File: config.mk
export PLATFORM = sky130hd
export DESIGN_NAME = sw_inport
export DESIGN_NICKNAME = d
export VERILOG_FILES = /design/src/rtl/sw_inport.sv
export SDC_FILE = /design/constraint.sdc
export NUM_CORES = 1
export LEC_CHECK = 0
export CORE_MARGIN = 2
export CORE_UTILIZATION = 37
export CTS_BUF_LIST = sky130_fd_sc_hd__clkbuf_4 sky130_fd_sc_hd__clkbuf_8 sky130_fd_sc_hd__clkbuf_16
export DETAILED_ROUTE_END_ITERATION = 8
export SLEW_MARGIN = 0
export SYNTH_ARGS = -nofsm -noshare
export SYNTH_HDL_FRONTEND = slang
export SYNTH_SLANG_ARGS = --single-unit
export TNS_END_PERCENT = 1
File: constraint.sdc
create_clock -name clock -period 2.2 [get_ports clock]
set_input_delay 0.44 -clock clock [delete_from_list [all_inputs] [get_ports clock]]
set_output_delay 0.44 -clock clock [all_outputs]
set_load 0.01 [all_outputs]
File: src/rtl/sw_inport.sv
// Debounced switch input port: committed value on in_port0, read-to-clear change flag and
// wrapping change counter on in_port1. Define SW_INPORT_IRQ_EN to drive irq from the change flag.
module sw_inport #(
   parameter int unsigned WIDTH           = 8,
   parameter int unsigned DEBOUNCE_CYCLES = 16
) (
   input  logic             clock,
   input  logic             reset,
   input  logic [WIDTH-1:0] sw,
   input  logic             rd_status,
   output logic [31:0]      in_port0,
   output logic [31:0]      in_port1,
   output logic             irq
);

   typedef enum logic [1:0] {
      StStable,
      StSettling,
      StCommit
   } state_e;

   localparam logic [15:0] CntTerm = 16'(DEBOUNCE_CYCLES - 1);

   state_e           state_q;
   logic [WIDTH-1:0] sync1_q;
   logic [WIDTH-1:0] sync2_q;
   logic [WIDTH-1:0] stable_q;
   logic [WIDTH-1:0] cand_q;
   logic [15:0]      cnt_q;
   logic             changed_q;
   logic [7:0]       count_q;
   logic             commit;

   assign commit = (state_q == StCommit);

   always_ff @(posedge clock) begin
      if (reset) begin
         state_q   <= StStable;
         sync1_q   <= '0;
         sync2_q   <= '0;
         stable_q  <= '0;
         cand_q    <= '0;
         cnt_q     <= '0;
         changed_q <= 1'b0;
         count_q   <= '0;
      end else begin
         sync1_q <= sw;
         sync2_q <= sync1_q;
         case (state_q)
            StStable: begin
               if (sync2_q != stable_q) begin
                  cand_q  <= sync2_q;
                  cnt_q   <= 16'd1;
                  state_q <= StSettling;
               end
            end
            StSettling: begin
               if (sync2_q != cand_q) begin
                  cand_q <= sync2_q;
                  cnt_q  <= 16'd1;
               end else if (cnt_q == CntTerm) begin
                  // A bounce that settled back on the old value is dropped silently.
                  state_q <= (cand_q == stable_q) ? StStable : StCommit;
               end else begin
                  cnt_q <= cnt_q + 16'd1;
               end
            end
            StCommit: begin
               stable_q <= cand_q;
               count_q  <= count_q + 8'd1;
               state_q  <= StStable;
            end
            default: state_q <= StStable;
         endcase
         // Set wins over a coincident read so a commit is never lost.
         if (commit) begin
            changed_q <= 1'b1;
         end else if (rd_status) begin
            changed_q <= 1'b0;
         end
      end
   end

   assign in_port0 = 32'(stable_q);
   assign in_port1 = {16'h0000, count_q, 7'b0000000, changed_q};

`ifdef SW_INPORT_IRQ_EN
   logic irq_q;

   always_ff @(posedge clock) begin
      if (reset) begin
         irq_q <= 1'b0;
      end else if (commit) begin
         irq_q <= 1'b1;
      end else if (rd_status) begin
         irq_q <= 1'b0;
      end
   end

   assign irq = irq_q;
`else
   assign irq = 1'b0;
`endif

endmodule

======== Word-level counts from Yosys, hierarchy flattened ========
Cells that the tools add are included.
word-level totals
  logic and storage cells ................. 41
  output and inout port bits .............. 65
  register bits ........................... 59
  bits of input ports ..................... 11
operators by class
  muxes and demuxes ....................... 14
  reduce and logical (&&, ||, !) cells .... 6
  eq/ne operators ......................... 11
  add/sub/neg operators ................... 2
operators by type and width
  cell                                            count
  two-way mux 16 bit                              3
  case mux 16 bit (2 select lines)                1
  adder 16 x 1 -> 16 bit, second input constant   1
  == test 16 x 4 -> 1 bit, second input constant  1
  two-way mux 8 bit                               2
  != test 8 bit                                   2
  case mux 8 bit (2 select lines)                 1
  AND reduction 3 bit                             3
  adder 8 x 1 -> 8 bit, second input constant     1
  == test 8 bit                                   1
  two-way mux 2 bit                               4
  != test 2 bit, second input constant            4
  case mux 2 bit (2 select lines)                 1
  nonzero test 2 bit                              2
  != test 3 bit, second input constant            1
  == test 2 x 1 -> 1 bit, second input constant   1
  == test 2 bit, second input constant            1
  logical NOT 2 bit                               1
  two-way mux 1 bit                               2

======== Longest topological paths before layout ========
  word-level depth ........................ 5
  gate-level depth with buffers ........... 7
  mapped depth without buffers ............ 6

======== Worst setup path before layout ========
OpenSTA, ideal clock, no wires.
  path kind ............................... register -> register
  start ................................... reg cnt_q[6]
  end ..................................... reg cnt_q[0]
  stages on the path, launching flop included .. 6
  path slack .............................. 0.438 ns
  path buffers ............................ 1
  clock period less this slack ............ 1.762 ns
  required time ........................... 2.085 ns
  setup time .............................. 0.115 ns
  data arrival time ....................... 1.647 ns
  cells stage by stage .................... dfxtp_1 or4_4 nor4_4 a21oi_2 buf_6 o21a_1
between the ends
  longest elaborated chain between the ends .. 3
ends and longest elaborated chain
  what                                  RTL line  source
  start, declared                       29        logic [15:0] cnt_q;
  start signal, assigned                65        cnt_q <= cnt_q + 16'd1;
  == test 16 x 4 -> 1 bit               61        end else if (cnt_q == CntTerm) begin
  != test 3 bit (no source line)        --
  AND reduction 3 bit (no source line)  --
Every way passes these cells.
A chain may end at the register's enable or synchronous reset.

======== Final worst setup path ========
  start ................................... reg cnt_q[6]
  end ..................................... reg cnt_q[2]
Same word-level chain as after synthesis.

==> results.cfg <==
[die]
dieArea_um2 = 9128
fp-row-count = 33
io_pins = 76
die_y_um = 95.54
die_w_um = 95.54
coreArea_um2 = 8175
initial_core_util_pct = 37.92

[synth]
ys_seq_area_share_pct = 38.10
netlist_instances = 358
yosys.area_share.xor_xnor_pct = 8.475
yosys_most_used_dff = dfxtp_1
synth_adder_area_share_pct = 0.8071
synth_seq_cells = 59
synth-simple-area-share_pct = 25.50
synthDistinctLibCells = 44
ys_warn_count = 0
synthArstFlopShare_pct = 0
synth_top_family_by_area = simple AND/OR/NAND/NOR gates
syn-cell-area_um2 = 3100
synth_area_per_cell_um2 = 8.661
synth_edf_count = 0
synth.area.mux_share_pct = 2.906
synth_compound_area_share_pct = 9.847

[setup_path]
cpLargestDelayFamily = simple AND/OR/NAND/NOR gates
crit_path_top_delay_cell = or4_4
path_max_fanout = 13
critical_path.cell_chain = or4_4, nor4_4, a21oi_2, a221oi_2
crit_required_ps = 2450
endpoint_kind = flip-flop
crit_path_max_incr_delay_ps = 570
worstSetupPathType = reg2reg
arrival_ps = 2180
critical_path_buf_inv_count = 0
start_kind = flip-flop

[timing]
slew_headroom_pct = 50.51
fin_crit_sh_pct = 87.89
tightestPinTransition_ps = 742.3
fin_setup_tns_ps = 0
slew_violations = 0
timing.hold.ws_ps = 438.1
rsz0062_at_grt = no
finalCriticalPeriod_ps = 1934
clock_skew_ps = 11.13
finalSetupViolations = 0
max_freq_mhz = 517.1
finalHoldViolCount = 0

[clock_tree]
postCtsSetupBuffers = 0
htreeDepth = 3
cts.sinks = 59
ctsLongestPathBuffers = 2
cts_tree = yes
clkSlewWorstSetupHoldPaths_ps = 60
cts_root_buf = clkbuf_8
numCtsBuffers = 9
worstSkewPairLatency_ps = 330
cts_resized = 0
postCtsHoldBufs = 0

[global_routing]
grt_pass1_vias = 2078
antenna_found_initial = 0
grt_usage_pct = 13.66
use_met3_pct = 4.190
grt_max_degree = 67
grt_overflow = 0
met1_usage_pct = 16.75
grt_pass1_wl_um = 9528
grt-busiest-layer = met2
use_met2_pct = 21.45

[final_layout]
final_cell_mix = dfxtp_1 (59), conb_1 (48), nand2_1 (34), clkdlybuf4s50_1 (26), nor2b_1 (22)
final_nets = 399
final_layout_size_suffix_gt1_share_pct = 8.440
instances_no_fill = 496
area_growth_pct = 13.80
diodes = 0
fin_area_um2 = 3528
final_common_cell = dfxtp_1

[routing]
drt_iter0_drc = 89
wirelength_um = 6074
drtAntennaViolNets = 0
dr.pass1.iters = 4
drc = 0
vias = 2323
wl_per_cell_um = 12.25
vias_per_cell = 4.683

[status]
status = finished clean

[power_and_ir_drop]
p_leak_nw = 1.407
ir_drop_v = 0.0003509
p_per_area_nw_per_um2 = 694.3
power_w = 0.002450

[place]
place_area_um2 = 3297
hpwl_um = 4158
io_buffers = 27
gp_congestion = 0.7841
dp.cells = 480

[job]
drv_cap = 0

[worst_hold_path]
hold_path.class = reg2reg
through the flow:
step           setup WS (ps)  utilization (%)
6_report               266.3            43.16
5_1_grt                129.5            43.16
4_1_cts                246.9            43.16
3_5_place_dp           254.2            40.33
3_3_place_gp           306.4            40.33
2_1_floorplan          438.1                -
registers in the layout, summed over array words and instances (netlist names):
| signal | flops |
|---|---|
| changed_q | 1 |
| cand_q | 8 |
| stable_q | 8 |
| sync1_q | 8 |
| cnt_q | 16 |
| count_q | 8 |
| sync2_q | 8 |
| state_q | 2 |
report_power, final:
part           switching (W)  internal, W  leakage (nW)
registers          0.0000215      0.00109         0.480
clock network       0.000425     0.000711         0.116
logic               0.000124    0.0000764         0.811
total               0.000571      0.00188          1.41
worst paths after layout:
path	to	slack, ps	depth (start not counted)	startpoint
setup / recovery	cnt_q[2]$_SDFFE_PP0P_	270	4	cnt_q[6]$_SDFFE_PP0P_
setup reg to reg	cnt_q[2]$_SDFFE_PP0P_	270	4	cnt_q[6]$_SDFFE_PP0P_
hold / removal	sync2_q[5]$_SDFF_PP0_	440	1	sync1_q[5]$_SDFF_PP0_
hold reg to reg	sync2_q[5]$_SDFF_PP0_	440	1	sync1_q[5]$_SDFF_PP0_
final cells by class:
type,instances,area [µm²]
inverter,4,15.01
clock buffer,12,158.9
timing repair buffer,32,315.3
sequential,59,1181
tap,105,131.4
multi-input combinational,280,1654
clock inverter,4,72.57
fill,826,4647
logic make-up (layout without fill, tap and decap cells):
kind of cell             after synthesis  after routing
adder cells (fa/ha/maj)                2              2
other                                  1             48
flip-flops                            59             59
AND/OR/NAND/NOR                      142            142
multiplexers                           9              9
XOR/XNOR                              30             30
AO/OA/AOI/OAI                         49             49
buffers and inverters                 66             52
cell usage after synthesis (4+ instances only):
| cell type | n | area [µm²] |
|---|---|---|
| nand3_1 | 8 | 40.04 |
| a21oi_1 | 17 | 85.08 |
| and2_1 | 4 | 25.02 |
| buf_4 | 49 | 367.9 |
| xnor2_1 | 10 | 87.58 |
| dfxtp_1 | 59 | 1181 |
| nor4_1 | 8 | 50.05 |
| o21ai_0 | 12 | 60.06 |
| inv_1 | 4 | 15.01 |
| nand2_1 | 34 | 127.6 |
| or3_1 | 4 | 25.02 |
| nor2_1 | 16 | 60.06 |
| nand2b_1 | 21 | 131.4 |
| mux2i_1 | 9 | 90.09 |
| xor2_1 | 20 | 175.2 |
| nor2b_1 | 22 | 137.6 |
| nor3_1 | 5 | 25.02 |
| clkbuf_1 | 9 | 33.78 |
| nand4_1 | 6 | 37.54 |
| o21a_1 | 4 | 30.03 |
| o21ai_1 | 7 | 35.03 |
metal layers:
metal,share of wire (%),vias to the layer above
li1,-,1161
met1,47,1094
met2,46,54
met3,4.3,14
met4,2.2,0
met5,0,-
No activity file was read; power rests on OpenSTA's default activity.
==> edit, RTL diff (same settings) <==
Register the outputs `in_port0` and `in_port1`, with the module's reset; this adds one clock of latency there. The other outputs are not delayed to match.
--- a/src/rtl/sw_inport.sv
+++ b/src/rtl/sw_inport.sv
@@ -83,4 +83,11 @@
 
-   assign in_port0 = 32'(stable_q);
-   assign in_port1 = {16'h0000, count_q, 7'b0000000, changed_q};
+   always_ff @(posedge clock) begin
+      if (reset) begin
+         in_port0 <= '0;
+         in_port1 <= '0;
+      end else begin
+         in_port0 <= 32'(stable_q);
+         in_port1 <= {16'h0000, count_q, 7'b0000000, changed_q};
+      end
+   end
 
Function: same outputs for any inputs over 10 cycles, from zero or initial values and one cycle with reset high; that may be too few to reach the edited logic, so the function may still have changed.
==> edit against the unedited design <==
Sequential power up 28%; synthesized area up 12%; count of clock-buffer cells in the layout down 2; fmax down 8.6%; worst setup slack worse by 0.18 ns; worst hold slack worse by 0.028 ns; sequential share of layout area up 4.4 points; synthesized cell count up 4.2%; sequential cell count up 17; total power up 12%; die area up 12%; design area up 14%; routed wire length up 9.5%; critical path type unchanged; largest cell class unchanged.
==> edit: results <==
{
  "outcome": "finished clean",
  "ys_seq_area_share_pct": 43.7,
  "synth-compound-area-share_pct": 10.4,
  "layout-drive-gt1-share_pct": 10.9,
  "fillers": 925,
  "grt_pass1_vias": 2308,
  "hpwl_mm": 4.70,
  "layout.nets": 430,
  "synth.area.top_cells": "dfxtp_1, buf_4, nor2b_1",
  "p_leak_nw": 1.66,
  "reg2reg_setup_slack_ns": 0.08,
  "ys_types": 48,
  "gp_congestion": 0.805,
  "grt_first_pass_wirelength_mm": 10.7,
  "grt.total_usage_pct": 13.4,
  "grt_start_max_net_pins": 26,
  "wl_per_cell_um": 12.5,
  "worstPathArrival_ns": 2.40,
  "first_iter_violations": 79,
  "dpl-instance-area_um2": 3800,
  "hold_slack_ns": 0.410,
  "synth_xor_area_share_pct": 7.55,
  "slowest_stage": "or4b_4",
  "final_area_um2": 4010,
  "cp_max_fo": 9,
  "vias": 2507,
  "clk_pin_slew_worst_paths_ns": 0.08,
  "muxShareOfSynthArea_pct": 2.59,
  "clock_skew_ns": 0.00626,
  "netlist_top_cells_count": "dfxtp_1, buf_4, nor2b_1",
  "peakVddDrop_uv": 580,
  "synth_fa_ha_area_share_pct": 0.719,
  "slowest_delay_ns": 0.56,
  "clk_latency_ns": 0.35,
  "hp-class": "primary input to flop"
}
==> edit: changes by cell type after synthesis, moves of 6 or more <==
| cell | delta |
|---|---|
| o21ai_0 | -6 |
| nor2b_1 | +14 |
| a22oi_1 | +7 |
| nand2b_1 | -19 |
| dfxtp_1 | +17 |
| a21oi_1 | -14 |
| o22a_1 | +9 |
==> edit: path summary, 6_finish.rpt <==
path / from / to / cells after the start
max: cnt_q[6] / cnt_q[11] / 6
min: reset / cand_q[6] / 2
max reg2reg: cnt_q[6] / cnt_q[11] / 6
min reg2reg: sync1_q[3] / sync2_q[3] / 1
==> edit: layout make-up <==
| type | count | share of cell area [%] |
|---|---|---|
| Timing Repair Buffer | 46 | 10.5 |
| Sequential cell | 76 | 37.9 |
| Multi-Input combinational cell | 282 | 42.8 |
| Clock buffer | 10 | 3.43 |
| Clock inverter | 6 | 1.75 |
| Inverter | 2 | 0.187 |
| Tap cell | 111 | 3.46 |
==> edit: where the power goes <==
part | internal, mW | leakage [nW] | switching, mW | total (mW)
clock | 0.564 | 0.107 | 0.531 | 1.10
combinational | 0.0834 | 0.940 | 0.139 | 0.223
sequential | 1.40 | 0.617 | 0.0208 | 1.42
==> edit: through the flow <==
| stage | cells | power, mW | setup slack (ns) |
|---|---|---|---|
| 2_1_floorplan | 420 | 1.67 | 0.0706 |
| 3_3_place_gp | 517 | 1.67 | 0.121 |
| 3_5_place_dp | 517 | 1.67 | 0.0988 |
| 4_1_cts | 533 | 2.76 | 0.0743 |
| 5_1_grt | 533 | 2.84 | 0.0149 |
| 6_report | 533 | 2.74 | 0.0837 |
==> edit: metal layers <==
| layer | wire, um | global-route usage (%) |
|---|---|---|
| met3 | 211 | 3.19 |
| met4 | 106 | 5.72 |
| met1 | 3070 | 16.0 |
| met5 | 0 | 0 |
| met2 | 3270 | 23.1 |
==> edit: cell families (layout without fill, tap and decap cells) <==
| group | after synthesis | count (layout) |
|---|---|---|
| and+or+nand+nor | 142 | 142 |
| DFF | 76 | 76 |
| buffers and inverters | 62 | 64 |
| AOI/OAI and AO/OA | 51 | 51 |
| xor gates and xnor gates | 30 | 30 |
| muxes | 9 | 9 |
| adders and majority gates | 2 | 2 |
| other | 1 | 48 |
